`config.mk`:
```
export PLATFORM = sky130hd
export DESIGN_NAME = note_seq_buffer_flat
export DESIGN_NICKNAME = d
export VERILOG_FILES = /design/src/rtl/note_seq_buffer_if.sv /design/src/rtl/note_seq_buffer.sv /design/src/flat_wrapper.sv
export SDC_FILE = /design/constraint.sdc
export NUM_CORES = 1
export LEC_CHECK = 0
export CORE_UTILIZATION = 35
export DETAILED_ROUTE_END_ITERATION = 7
export MAX_ROUTING_LAYER = met4
export PLACE_DENSITY = 0.55
export SLEW_MARGIN = 20
export SYNTH_ARGS = -nofsm -noshare
export SYNTH_HDL_FRONTEND = slang
export SYNTH_SLANG_ARGS = --single-unit
```
`constraint.sdc`:
```
create_clock -name clk -period 3 [get_ports clk]
set_clock_uncertainty 0.1 [all_clocks]
set_input_delay 0.6 -clock clk [delete_from_list [all_inputs] [get_ports clk]]
set_output_delay 0.6 -clock clk [all_outputs]
set_load 0.01 [all_outputs]
```
`src/rtl/note_seq_buffer_if.sv`:
```
// note_seq_buffer_if: record, playback and draw-request bus of note_seq_buffer.
interface note_seq_buffer_if #(
  parameter int NOTE_W = 4,
  parameter int OCT_W  = 2,
  parameter int AW     = 4,
  parameter int X_W    = 8,
  parameter int Y_W    = 7
);
  logic              rec_valid;
  logic              rec_ready;
  logic [NOTE_W-1:0] rec_note;
  logic [OCT_W-1:0]  rec_octave;
  logic              play_start;
  logic              play_stop;
  logic              step_tick;
  logic              clear;
  logic              play_active;
  logic              busy;
  logic              out_valid;
  logic [NOTE_W-1:0] out_note;
  logic [OCT_W-1:0]  out_octave;
  logic [AW-1:0]     out_slot;
  logic [AW:0]       count;
  logic              full;
  logic              empty;
  logic              draw_valid;
  logic [X_W-1:0]    draw_x;
  logic [Y_W-1:0]    draw_y;
  logic [2:0]        draw_colour;
  modport slave (
    input  rec_valid, rec_note, rec_octave, play_start, play_stop, step_tick, clear,
    output rec_ready, play_active, busy, out_valid, out_note, out_octave, out_slot,
           count, full, empty, draw_valid, draw_x, draw_y, draw_colour
  );
  modport master (
    output rec_valid, rec_note, rec_octave, play_start, play_stop, step_tick, clear,
    input  rec_ready, play_active, busy, out_valid, out_note, out_octave, out_slot,
           count, full, empty, draw_valid, draw_x, draw_y, draw_colour
  );
endinterface

```
`src/rtl/note_seq_buffer.sv`:
```
// note_seq_buffer: circular note store with looped playback, bulk clear and per-slot draw requests.
module note_seq_buffer #(
  parameter int DEPTH     = 16,
  parameter int NOTE_W    = 4,
  parameter int OCT_W     = 2,
  parameter bit OVERWRITE = 1'b1,
  parameter int GRID_COLS = 4,
  parameter int CELL_W    = 36,
  parameter int CELL_H    = 12,
  parameter int GAP       = 4,
  parameter int X_W       = 8,
  parameter int Y_W       = 7
) (
  input  logic clk,
  input  logic reset,
  note_seq_buffer_if.slave bus
);
  localparam int AW = $clog2(DEPTH);
  localparam int DW = OCT_W + NOTE_W;
  typedef enum logic [1:0] {IDLE, PLAY, CLEAR} state_t;
  state_t state_q, state_d;
  logic [AW-1:0] wr_ptr_q, wr_ptr_d, rd_ptr_q, rd_ptr_d, start_q, start_d;
  logic [AW-1:0] clr_ptr_q, clr_ptr_d, out_slot_q, out_slot_d;
  logic [AW:0]   count_q, count_d;
  logic          out_valid_q, out_valid_d, draw_valid_q, draw_valid_d;
  logic [X_W-1:0] draw_x_q, draw_x_d;
  logic [Y_W-1:0] draw_y_q, draw_y_d;
  logic [2:0]    colour_q, colour_d;
  logic [DW-1:0] mem [DEPTH];
  logic [DW-1:0] rd_q, wdata;
  logic [AW-1:0] waddr, draw_slot, last_slot;
  logic [2:0]    draw_col;
  logic          we, re, draw_go, full, empty, rec_fire;
  function automatic logic [X_W-1:0] cell_x(input logic [AW-1:0] s);
    return X_W'(GAP + (int'(s) % GRID_COLS) * (CELL_W + GAP));
  endfunction
  function automatic logic [Y_W-1:0] cell_y(input logic [AW-1:0] s);
    return Y_W'(GAP + (int'(s) / GRID_COLS) * (CELL_H + GAP));
  endfunction
  assign full      = count_q == (AW+1)'(DEPTH);
  assign empty     = count_q == '0;
  assign rec_fire  = bus.rec_valid && bus.rec_ready;
  assign last_slot = start_q + AW'(count_q - (AW+1)'(1));
  always_comb begin
    state_d     = state_q;
    wr_ptr_d    = wr_ptr_q;
    rd_ptr_d    = rd_ptr_q;
    start_d     = start_q;
    clr_ptr_d   = clr_ptr_q;
    count_d     = count_q;
    out_slot_d  = out_slot_q;
    out_valid_d = 1'b0;
    we          = 1'b0;
    re          = 1'b0;
    waddr       = wr_ptr_q;
    wdata       = {bus.rec_octave, bus.rec_note};
    draw_go     = 1'b0;
    draw_slot   = wr_ptr_q;
    draw_col    = 3'b100;
    case (state_q)
      IDLE: begin
        if (bus.clear) begin
          state_d   = CLEAR;
          clr_ptr_d = '0;
        end else if (bus.play_start && !empty) begin
          state_d  = PLAY;
          rd_ptr_d = (full && OVERWRITE) ? wr_ptr_q : '0;
          start_d  = (full && OVERWRITE) ? wr_ptr_q : '0;
        end else if (rec_fire) begin
          we       = 1'b1;
          draw_go  = 1'b1;
          wr_ptr_d = wr_ptr_q + AW'(1);
          count_d  = full ? count_q : count_q + (AW+1)'(1);
        end
      end
      PLAY: begin
        if (bus.clear) begin
          state_d   = CLEAR;
          clr_ptr_d = '0;
        end else if (bus.play_stop) begin
          state_d = IDLE;
        end else if (bus.step_tick) begin
          re          = 1'b1;
          out_valid_d = 1'b1;
          out_slot_d  = rd_ptr_q;
          draw_go     = 1'b1;
          draw_slot   = rd_ptr_q;
          draw_col    = 3'b110;
          // wrap back to the first played slot so only recorded slots loop
          rd_ptr_d    = (rd_ptr_q == last_slot) ? start_q : rd_ptr_q + AW'(1);
        end
      end
      CLEAR: begin
        we        = 1'b1;
        waddr     = clr_ptr_q;
        wdata     = '0;
        draw_go   = 1'b1;
        draw_slot = clr_ptr_q;
        draw_col  = 3'b000;
        clr_ptr_d = clr_ptr_q + AW'(1);
        if (clr_ptr_q == AW'(DEPTH - 1)) begin
          state_d  = IDLE;
          wr_ptr_d = '0;
          rd_ptr_d = '0;
          start_d  = '0;
          count_d  = '0;
        end
      end
      default: state_d = IDLE;
    endcase
    draw_valid_d = draw_go;
    draw_x_d     = draw_go ? cell_x(draw_slot) : draw_x_q;
    draw_y_d     = draw_go ? cell_y(draw_slot) : draw_y_q;
    colour_d     = draw_go ? draw_col : colour_q;
  end
  always_ff @(posedge clk or posedge reset) begin
    if (reset) begin
      state_q      <= IDLE;
      wr_ptr_q     <= '0;
      rd_ptr_q     <= '0;
      start_q      <= '0;
      clr_ptr_q    <= '0;
      count_q      <= '0;
      out_slot_q   <= '0;
      out_valid_q  <= 1'b0;
      draw_valid_q <= 1'b0;
      draw_x_q     <= '0;
      draw_y_q     <= '0;
      colour_q     <= '0;
    end else begin
      state_q      <= state_d;
      wr_ptr_q     <= wr_ptr_d;
      rd_ptr_q     <= rd_ptr_d;
      start_q      <= start_d;
      clr_ptr_q    <= clr_ptr_d;
      count_q      <= count_d;
      out_slot_q   <= out_slot_d;
      out_valid_q  <= out_valid_d;
      draw_valid_q <= draw_valid_d;
      draw_x_q     <= draw_x_d;
      draw_y_q     <= draw_y_d;
      colour_q     <= colour_d;
    end
  end
  // storage is deliberately unreset so it maps onto plain synchronous RAM
  always_ff @(posedge clk) begin
    if (we) mem[waddr] <= wdata;
    if (re) rd_q <= mem[rd_ptr_q];
  end
  assign bus.rec_ready   = (state_q == IDLE) && (!full || OVERWRITE);
  assign bus.play_active = state_q == PLAY;
  assign bus.busy        = state_q == CLEAR;
  assign bus.out_valid   = out_valid_q;
  assign bus.out_note    = out_valid_q ? rd_q[NOTE_W-1:0] : '0;
  assign bus.out_octave  = out_valid_q ? rd_q[DW-1:NOTE_W] : '0;
  assign bus.out_slot    = out_slot_q;
  assign bus.count       = count_q;
  assign bus.full        = full;
  assign bus.empty       = empty;
  assign bus.draw_valid  = draw_valid_q;
  assign bus.draw_x      = draw_x_q;
  assign bus.draw_y      = draw_y_q;
  assign bus.draw_colour = colour_q;
endmodule

```
`src/flat_wrapper.sv`:
```
// flat-port wrapper written by rule: the top's interface ports become plain ports
module note_seq_buffer_flat 
#(
  parameter int DEPTH     = 16,
  parameter int NOTE_W    = 4,
  parameter int OCT_W     = 2,
  parameter bit OVERWRITE = 1'b1,
  parameter int GRID_COLS = 4,
  parameter int CELL_W    = 36,
  parameter int CELL_H    = 12,
  parameter int GAP       = 4,
  parameter int X_W       = 8,
  parameter int Y_W       = 7
)
  (clk, reset, bus_rec_valid, bus_rec_note, bus_rec_octave, bus_play_start, bus_play_stop, bus_step_tick, bus_clear, bus_rec_ready, bus_play_active, bus_busy, bus_out_valid, bus_out_note, bus_out_octave, bus_out_slot, bus_count, bus_full, bus_empty, bus_draw_valid, bus_draw_x, bus_draw_y, bus_draw_colour);
  note_seq_buffer_if #(.NOTE_W(NOTE_W), .OCT_W(OCT_W), .X_W(X_W), .Y_W(Y_W)) bus_i ();
  input  logic clk;
  input  logic reset;
  input wire logic [$bits(bus_i.rec_valid)-1:0] bus_rec_valid;
  input wire logic [$bits(bus_i.rec_note)-1:0] bus_rec_note;
  input wire logic [$bits(bus_i.rec_octave)-1:0] bus_rec_octave;
  input wire logic [$bits(bus_i.play_start)-1:0] bus_play_start;
  input wire logic [$bits(bus_i.play_stop)-1:0] bus_play_stop;
  input wire logic [$bits(bus_i.step_tick)-1:0] bus_step_tick;
  input wire logic [$bits(bus_i.clear)-1:0] bus_clear;
  output wire logic [$bits(bus_i.rec_ready)-1:0] bus_rec_ready;
  output wire logic [$bits(bus_i.play_active)-1:0] bus_play_active;
  output wire logic [$bits(bus_i.busy)-1:0] bus_busy;
  output wire logic [$bits(bus_i.out_valid)-1:0] bus_out_valid;
  output wire logic [$bits(bus_i.out_note)-1:0] bus_out_note;
  output wire logic [$bits(bus_i.out_octave)-1:0] bus_out_octave;
  output wire logic [$bits(bus_i.out_slot)-1:0] bus_out_slot;
  output wire logic [$bits(bus_i.count)-1:0] bus_count;
  output wire logic [$bits(bus_i.full)-1:0] bus_full;
  output wire logic [$bits(bus_i.empty)-1:0] bus_empty;
  output wire logic [$bits(bus_i.draw_valid)-1:0] bus_draw_valid;
  output wire logic [$bits(bus_i.draw_x)-1:0] bus_draw_x;
  output wire logic [$bits(bus_i.draw_y)-1:0] bus_draw_y;
  output wire logic [$bits(bus_i.draw_colour)-1:0] bus_draw_colour;
  assign bus_i.rec_valid = bus_rec_valid;
  assign bus_i.rec_note = bus_rec_note;
  assign bus_i.rec_octave = bus_rec_octave;
  assign bus_i.play_start = bus_play_start;
  assign bus_i.play_stop = bus_play_stop;
  assign bus_i.step_tick = bus_step_tick;
  assign bus_i.clear = bus_clear;
  assign bus_rec_ready = bus_i.rec_ready;
  assign bus_play_active = bus_i.play_active;
  assign bus_busy = bus_i.busy;
  assign bus_out_valid = bus_i.out_valid;
  assign bus_out_note = bus_i.out_note;
  assign bus_out_octave = bus_i.out_octave;
  assign bus_out_slot = bus_i.out_slot;
  assign bus_count = bus_i.count;
  assign bus_full = bus_i.full;
  assign bus_empty = bus_i.empty;
  assign bus_draw_valid = bus_i.draw_valid;
  assign bus_draw_x = bus_i.draw_x;
  assign bus_draw_y = bus_i.draw_y;
  assign bus_draw_colour = bus_i.draw_colour;
  note_seq_buffer #(.DEPTH(DEPTH), .NOTE_W(NOTE_W), .OCT_W(OCT_W), .OVERWRITE(OVERWRITE), .GRID_COLS(GRID_COLS), .CELL_W(CELL_W), .CELL_H(CELL_H), .GAP(GAP), .X_W(X_W), .Y_W(Y_W)) u_core (.clk(clk), .reset(reset), .bus(bus_i));
endmodule
```
==> flow_metrics.py, run 1 <==
metrics = {
    "run_status": {
        "outcome": "finished, final reports clean",
    },
    "job": {
        "drv_cap": 0,
    },
    "clocking": {
        "cts_tree": "yes",
        "clockBufferDepth": 2,
        "clock-sinks": 138,
        "cts_buffers": 17,
        "h-tree-depth": 4,
        "ctsHoldBuffers": 0,
        "cts-root-buf": "clkbuf_16",
        "clkLatencyLatePin_ns": 0.42,
        "clk_pin_slew_ns": 0.07,
    },
    "critical_path": {
        "worst_ep_required_time_ns": 2.30,
        "critPathTopFamily": "simple AND/OR/NAND/NOR gates",
        "path_class": "reg -> out",
        "r2r_cells": 11,
        "cpMaxStageDelayCell": "or4bb_2",
        "worstReg2RegEnd": "u_core.rd_ptr_q[3]$_DFFE_PP0P_",
        "critPathCaptureType": "output port",
        "critPathMostFrequentCell": "inv_1",
        "crit_start": "u_core.bus.count[1]$_DFFE_PP0P_",
        "r2r_slack_ns": 0.15,
        "crit_fanout": 4,
        "start_kind": "flip-flop",
        "critPathMaxStageDelay_ns": 0.67,
        "cp.arrival_ns": 2.16,
        "cp_num_buf_inv": 3,
        "cp_cell_sequence": "inv_1, ha_1, or4bb_2, inv_1, dlygate4sd2_1",
        "r2r_start": "u_core.bus.count[1]$_DFFE_PP0P_",
    },
    "logic_synthesis": {
        "synthTopCellsByArea": "edfxtp_1, dfrtp_1, mux4_2, ha_1, nand2_1",
        "synth_area_sq_mm": 0.006291,
        "synth-async-reset-ratio": 0.2609,
        "postSynthCellCount": 430,
        "synth_edf_count": 102,
        "synth_flop_cell": "edfxtp_1",
        "syn_area_per_cell_sq_um": 14.63,
        "synth_top_area_frac": 0.4869,
        "ys_warn_count": 0,
        "synth_seq_cells": 138,
        "synth_area_leader_cell": "edfxtp_1",
        "seq_area_frac_synth": 0.6301,
        "synth_cell_types": 54,
    },
    "cells_and_area": {
        "final_util": 0.4484,
        "nNetsFinal": 538,
        "mostFrequentLayoutCells": "edfxtp_1, clkdlybuf4s50_1, nand2_1",
        "finish.instance_area_sq_mm": 0.007810,
        "drive_above_1_share": 0.2218,
        "final_common_cell": "edfxtp_1",
        "stdcell_count": 748,
        "antenna_cells": 0,
        "area_growth_pct": 24.14,
    },
    "sta": {
        "final-hold-violation-count": 0,
        "post-route-period-util": 0.9523,
        "rsz0062_at_grt": "no",
        "slew_headroom": 0.5873,
        "drv_slew": 0,
        "setup_violations": 0,
        "tns_ns": 0,
        "fin_crit_ns": 2.857,
        "fmax_mhz": 350.0,
        "tightest_slew_ns": 0.6191,
    },
    "placed_design": {
        "place_area_sq_mm": 0.007169,
        "hpwl_um": 9286,
        "io_buffer_count": 44,
        "dp_cells": 715,
        "place_congestion": 0.7623,
    },
    "grt": {
        "grt_pass1_vias": 3877,
        "met1_usage": 0.2176,
        "grt.met2_usage": 0.2558,
        "antenna_found_initial": 0,
        "grt_pass1_wl_um": 21560,
        "overflow": 0,
        "grt_max_degree": 37,
        "busiest_layer": "met2",
        "grt_util_met3": 0.02908,
        "gr-usage-all-layers": 0.1657,
    },
    "die": {
        "coreArea_sq_mm": 0.01742,
        "die_area_sq_mm": 0.01852,
        "start_util": 0.3612,
        "rows": 48,
        "die_h_um": 136.1,
        "die_width_um": 136.1,
        "pin_count": 53,
    },
    "routing": {
        "ant_nets": 0,
        "viasPerCell": 5.060,
        "vias": 3785,
        "avgRoutedWirePerCell_um": 18.06,
        "first_pass_iters": 4,
        "drtIter0Drc": 246,
        "drc": 0,
        "wl_um": 13510,
    },
    "power_and_ir_drop": {
        "p_sw_frac": 0.3171,
        "p_switching_mw": 2.187,
        "p_clk_frac": 0.318,
        "p_seq_frac": 0.368,
        "power_frac_comb": 0.314,
        "cellLeakagePower_nw": 2.891,
        "p_int_mw": 4.711,
        "powerDensity_mw_per_mm2": 883.3,
        "ir_drop_uv": 427.5,
    },
    "min_path": {
        "whs_path_depth": 2,
        "min_path_type": "reg -> reg",
        "hold_end": "u_core.bus.out_slot[3]$_DFFE_PP0P_",
        "min_from": "u_core.bus.out_slot[3]$_DFFE_PP0P_",
    },
}
-- metrics by stage --
step	total power [mW]	hold WS, ns	setup WS, ns
6_report	6.899	0.3960	0.1430
5_1_grt	7.268	0.4071	0.002941
4_1_cts	6.965	0.3952	0.01533
3_5_place_dp	4.742	0.3758	0.09093
3_3_place_gp	4.708	0.3770	0.1920
2_1_floorplan	3.928	0.3971	0.1195
-- cell families after synthesis --
group	Yosys count	synth area share
buffers and inverters	50	0.03799
DFF	138	0.6301
other	1	0.0005961
and+or+nand+nor	118	0.09149
xor gates and xnor gates	10	0.01611
AOI/OAI and AO/OA	54	0.06245
muxes	44	0.1303
adders and majority gates	15	0.03103
-- cell usage after synthesis, types with 5 or more instances --
master / count
a21oi_1: 9
and2_1: 10
buf_2: 5
buf_4: 12
clkbuf_1: 6
dfrtp_1: 36
edfxtp_1: 102
ha_1: 14
inv_1: 23
mux2i_1: 11
mux4_2: 30
nand2_1: 40
nand3_1: 7
nor2_1: 30
nor2b_1: 8
nor3_1: 5
o21ai_0: 13
xnor2_1: 7
-- registers in the layout, indices dropped and copies added (netlist names) --
name and flops:
u_core.wr_ptr_q 4, u_core.bus.out_slot 4, u_core.state_q 2, u_core.bus.draw_y 2, u_core.mem 96, u_core.rd_q 6
u_core.start_q 4, u_core.bus.out_valid 1, u_core.bus.draw_x 3, u_core.clr_ptr_q 4, u_core.bus.count 5, u_core.bus.draw_colour 2
u_core.bus.draw_valid 1, u_core.rd_ptr_q 4
-- power by group through the flow --
stage	sequential, mW	combinational, mW	clock (mW)
final	2.54	2.17	2.19
after global routing	2.57	2.38	2.32
after CTS	2.54	2.19	2.24
after detailed placement	2.58	2.16	0
after global placement	2.57	2.14	0
after floorplan	2.55	1.38	0
-- final cells by class --
type / instances / area [sq um]
Timing Repair Buffer: 81 / 732.0
Sequential cell: 138 / 3964
Inverter: 23 / 86.33
Multi-Input combinational cell: 249 / 2121
Clock buffer: 17 / 425.4
Tap cell: 225 / 281.5
Clock inverter: 15 / 200.2
Fill cell: 1540 / 9607
-- per-layer routing --
| layer | part of all wire | vias up | routed length, um |
|---|---|---|---|
| li1 | - | 1757 | - |
| met1 | 0.46 | 1921 | 6161 |
| met2 | 0.49 | 91 | 6582 |
| met3 | 0.040 | 16 | 537 |
| met4 | 0.017 | 0 | 227 |
| met5 | 0 | - | 0 |
-- worst min-delay path, stage by stage, from the launching register on --
cell,delay [ns]
dfrtp_1,0.36
nand2_1,0.05
nand2_1,0.05
-- worst max-delay path by stage --
stage | endpoint | slack, ns | cells past startpoint
floorplan | u_core.rd_ptr_q[0]$_DFFE_PP0P_ | 0.12 | 11
global placement | u_core.rd_ptr_q[3]$_DFFE_PP0P_ | 0.19 | 11
detailed placement | u_core.rd_ptr_q[3]$_DFFE_PP0P_ | 0.09 | 11
CTS | bus_empty | 0.02 | 5
global route | u_core.rd_ptr_q[3]$_DFFE_PP0P_ | 0.003 | 11
finish | bus_full | 0.14 | 5
-- repair_timing --
item,4_1_cts,5_1_grt
pin swaps,0,2
hold endpoints to repair,0,0
gates resized for setup,3,2
setup endpoints to repair,2,3
setup buffers,1,0
Note: power is estimated with default switching activity, not from simulation.
==> run 2: changes to the inputs <==
--- a/config.mk
+++ b/config.mk
@@ -5,6 +5,7 @@
 export SDC_FILE = /design/constraint.sdc
 export NUM_CORES = 1
 export LEC_CHECK = 0
+export CORE_MARGIN = 3
 export CORE_UTILIZATION = 35
 export DETAILED_ROUTE_END_ITERATION = 7
 export MAX_ROUTING_LAYER = met4
==> run 2 against run 1 <==
Power up 1.4%. Non-clock buffer count up 3. Hold slack worse by 0.014 ns. Design area up 0.64%. Worst setup slack worse by 0.025 ns. Sequential share of layout area down 0.32 points. Combinational power about the same. Register-to-register slack better by 0.07 ns. Routed wire length up 0.33%. Core utilization up 0.29 points. Sequential power about the same. Final cell count up 0.40%.
==> flow_metrics.py, run 2 (synthesis results as in run 1) <==
metrics = {
    "run_status": {
        "outcome": "finished, final reports clean",
    },
    "power_and_ir_drop": {
        "p_total_mw": 6.995,
        "power_frac_comb": 0.314,
        "p_clk_frac": 0.323,
        "p_switching_mw": 2.131,
        "cellLeakagePower_nw": 2.912,
        "p_seq_frac": 0.363,
        "powerDensity_mw_per_mm2": 889.9,
        "ir_drop_uv": 488.9,
        "p_sw_frac": 0.3047,
        "p_int_mw": 4.864,
    },
    "routing": {
        "ant_nets": 0,
        "first_pass_iters": 4,
        "drtIter0Drc": 349,
        "avgRoutedWirePerCell_um": 18.05,
        "viasPerCell": 4.967,
        "drc": 0,
        "vias": 3730,
        "wl_um": 13550,
    },
    "clocking": {
        "cts_buffers": 17,
        "clkLatencyLatePin_ns": 0.42,
        "clockBufferDepth": 2,
        "cts-root-buf": "clkbuf_16",
        "cts_tree": "yes",
        "ctsHoldBuffers": 0,
        "clock-sinks": 138,
        "h-tree-depth": 4,
        "clk_pin_slew_ns": 0.06,
    },
    "sta": {
        "drv_slew": 0,
        "final-hold-violation-count": 0,
        "rsz0062_at_grt": "no",
        "post-route-period-util": 0.9607,
        "tns_ns": 0,
        "fmax_mhz": 347.0,
        "fin_crit_ns": 2.882,
        "setup_violations": 0,
        "tightest_slew_ns": 0.6286,
        "slew_headroom": 0.5772,
    },
    "cells_and_area": {
        "drive_above_1_share": 0.2281,
        "mostFrequentLayoutCells": "edfxtp_1, clkdlybuf4s50_1, nand2_1",
        "top_register": "u_core.mem",
        "antenna_cells": 0,
        "nFillCells": 1535,
        "area_growth_pct": 24.94,
        "stdcell_count": 751,
        "nNetsFinal": 541,
        "largest_reg_flops": 96,
        "finish.instance_area_sq_mm": 0.007860,
        "regArea_sq_mm": 0.003964,
        "final_common_cell": "edfxtp_1",
        "multi_input_area_sq_mm": 0.002127,
    },
    "critical_path": {
        "setup.worst_path.end": "bus_full",
        "worst_ep_required_time_ns": 2.30,
        "path_class": "reg -> out",
        "cpMaxStageDelayCell": "or4bb_2",
        "critPathMostFrequentCell": "inv_2",
        "r2r_cells": 12,
        "r2r_start": "u_core.bus.count[1]$_DFFE_PP0P_",
        "crit_fanout": 5,
        "start_kind": "flip-flop",
        "critPathMaxStageDelay_ns": 0.68,
        "critPathCaptureType": "output port",
        "crit_start": "u_core.bus.count[0]$_DFFE_PP0P_",
        "r2r_slack_ns": 0.22,
        "cp.arrival_ns": 2.18,
        "worstReg2RegEnd": "u_core.rd_ptr_q[2]$_DFFE_PP0P_",
        "cp_cell_sequence": "inv_2, ha_1, or4bb_2, inv_2, dlygate4sd2_1",
    },
    "die": {
        "pin_count": 53,
        "die_width_um": 140.1,
        "die_h_um": 140.1,
        "coreArea_sq_mm": 0.01742,
        "start_util": 0.3612,
        "rows": 48,
        "die_area_sq_mm": 0.01962,
    },
    "min_path": {
        "min_path_type": "reg -> reg",
        "whs_path_depth": 2,
    },
    "grt": {
        "gr-usage-all-layers": 0.1505,
        "grt_pass1_wl_um": 21830,
        "overflow": 0,
        "grt_max_degree": 37,
        "antenna_found_initial": 0,
        "grt_pass1_vias": 3825,
    },
    "placed_design": {
        "dp_cells": 718,
        "place_congestion": 0.8022,
        "io_buffer_count": 44,
        "hpwl_um": 9464,
        "place_area_sq_mm": 0.007192,
    },
    "job": {
        "drv_cap": 0,
    },
}
[run 2: layer usage]
layer | GRT usage | vias to the layer above | wire, um
li1 | - | 1773 | -
met1 | 0.2044 | 1864 | 6319
met2 | 0.2304 | 77 | 6506
met4 | 0.05201 | 0 | 211
met3 | 0.02663 | 16 | 515
met5 | - | - | 0
[run 2: what timing repair did]
action / 4_1_cts / 5_1_grt
setup endpoints to repair: 2 / 5
buffers inserted: 1 / 0
pin swaps: 0 / 1
gates resized for setup: 2 / 8
[run 2: power groups by stage]
stage	Combinational (mW)	Sequential [mW]	Clock, mW
6_report	2.19	2.54	2.26
5_1_grt	2.42	2.57	2.39
4_1_cts	2.22	2.53	2.31
3_5_place_dp	2.21	2.57	0
3_3_place_gp	2.19	2.56	0
2_1_floorplan	1.38	2.55	0
[run 2: how the worst min path moves through the flow]
stage	start	endpoint	slack (ns)
2_1_floorplan	u_core.start_q[0]$_DFFE_PP0P_	u_core.start_q[0]$_DFFE_PP0P_	0.40
3_3_place_gp	u_core.bus.out_slot[3]$_DFFE_PP0P_	u_core.bus.out_slot[3]$_DFFE_PP0P_	0.37
3_5_place_dp	u_core.bus.out_slot[1]$_DFFE_PP0P_	u_core.bus.out_slot[1]$_DFFE_PP0P_	0.36
4_1_cts	u_core.bus.out_slot[1]$_DFFE_PP0P_	u_core.bus.out_slot[1]$_DFFE_PP0P_	0.39
5_1_grt	u_core.bus.draw_colour[1]$_DFFE_PP0P_	u_core.bus.draw_colour[1]$_DFFE_PP0P_	0.42
6_report	u_core.bus.out_slot[3]$_DFFE_PP0P_	u_core.bus.out_slot[3]$_DFFE_PP0P_	0.38
[run 2: layout make-up]
| cell class | count | area share |
|---|---|---|
| sequential | 138 | 0.5043 |
| multi-input combinational | 249 | 0.2706 |
| timing repair buffer | 84 | 0.09599 |
| clock buffer | 17 | 0.05412 |
| tap | 225 | 0.03582 |
| clock inverter | 15 | 0.02818 |
| inverter | 23 | 0.01098 |
[run 2: worst max-delay path, delay by kind of cell (launching register included)]
kind	cells	cell delay (ns)
flip-flops	1	0.43
AND/OR/NAND/NOR	1	0.68
buffers and inverters	3	0.49
adder cells (fa/ha/maj)	1	0.17
[run 2: per-stage QoR]
stage / worst slack (ns) / util / hold slack (ns)
4_1_cts: 0.002927 / 0.4506 / 0.3858
3_5_place_dp: 0.09487 / 0.4129 / 0.3629
3_3_place_gp: 0.1400 / 0.4129 / 0.3703
6_report: 0.1180 / 0.4513 / 0.3823
2_1_floorplan: 0.1195 / - / 0.3971
5_1_grt: 0.01600 / 0.4513 / 0.4167
==> run 3: changes to the inputs <==
--- a/config.mk
+++ b/config.mk
@@ -8,8 +8,10 @@
 export CORE_MARGIN = 3
 export CORE_UTILIZATION = 35
 export DETAILED_ROUTE_END_ITERATION = 7
+export GPL_ROUTABILITY_DRIVEN = 0
 export MAX_ROUTING_LAYER = met4
 export PLACE_DENSITY = 0.55
+export SKIP_LAST_GASP = 1
 export SLEW_MARGIN = 20
 export SYNTH_ARGS = -nofsm -noshare
 export SYNTH_HDL_FRONTEND = slang
==> results of run 3 <==
Same layout as run 2: the final DEF is identical, and so are final timing and power.
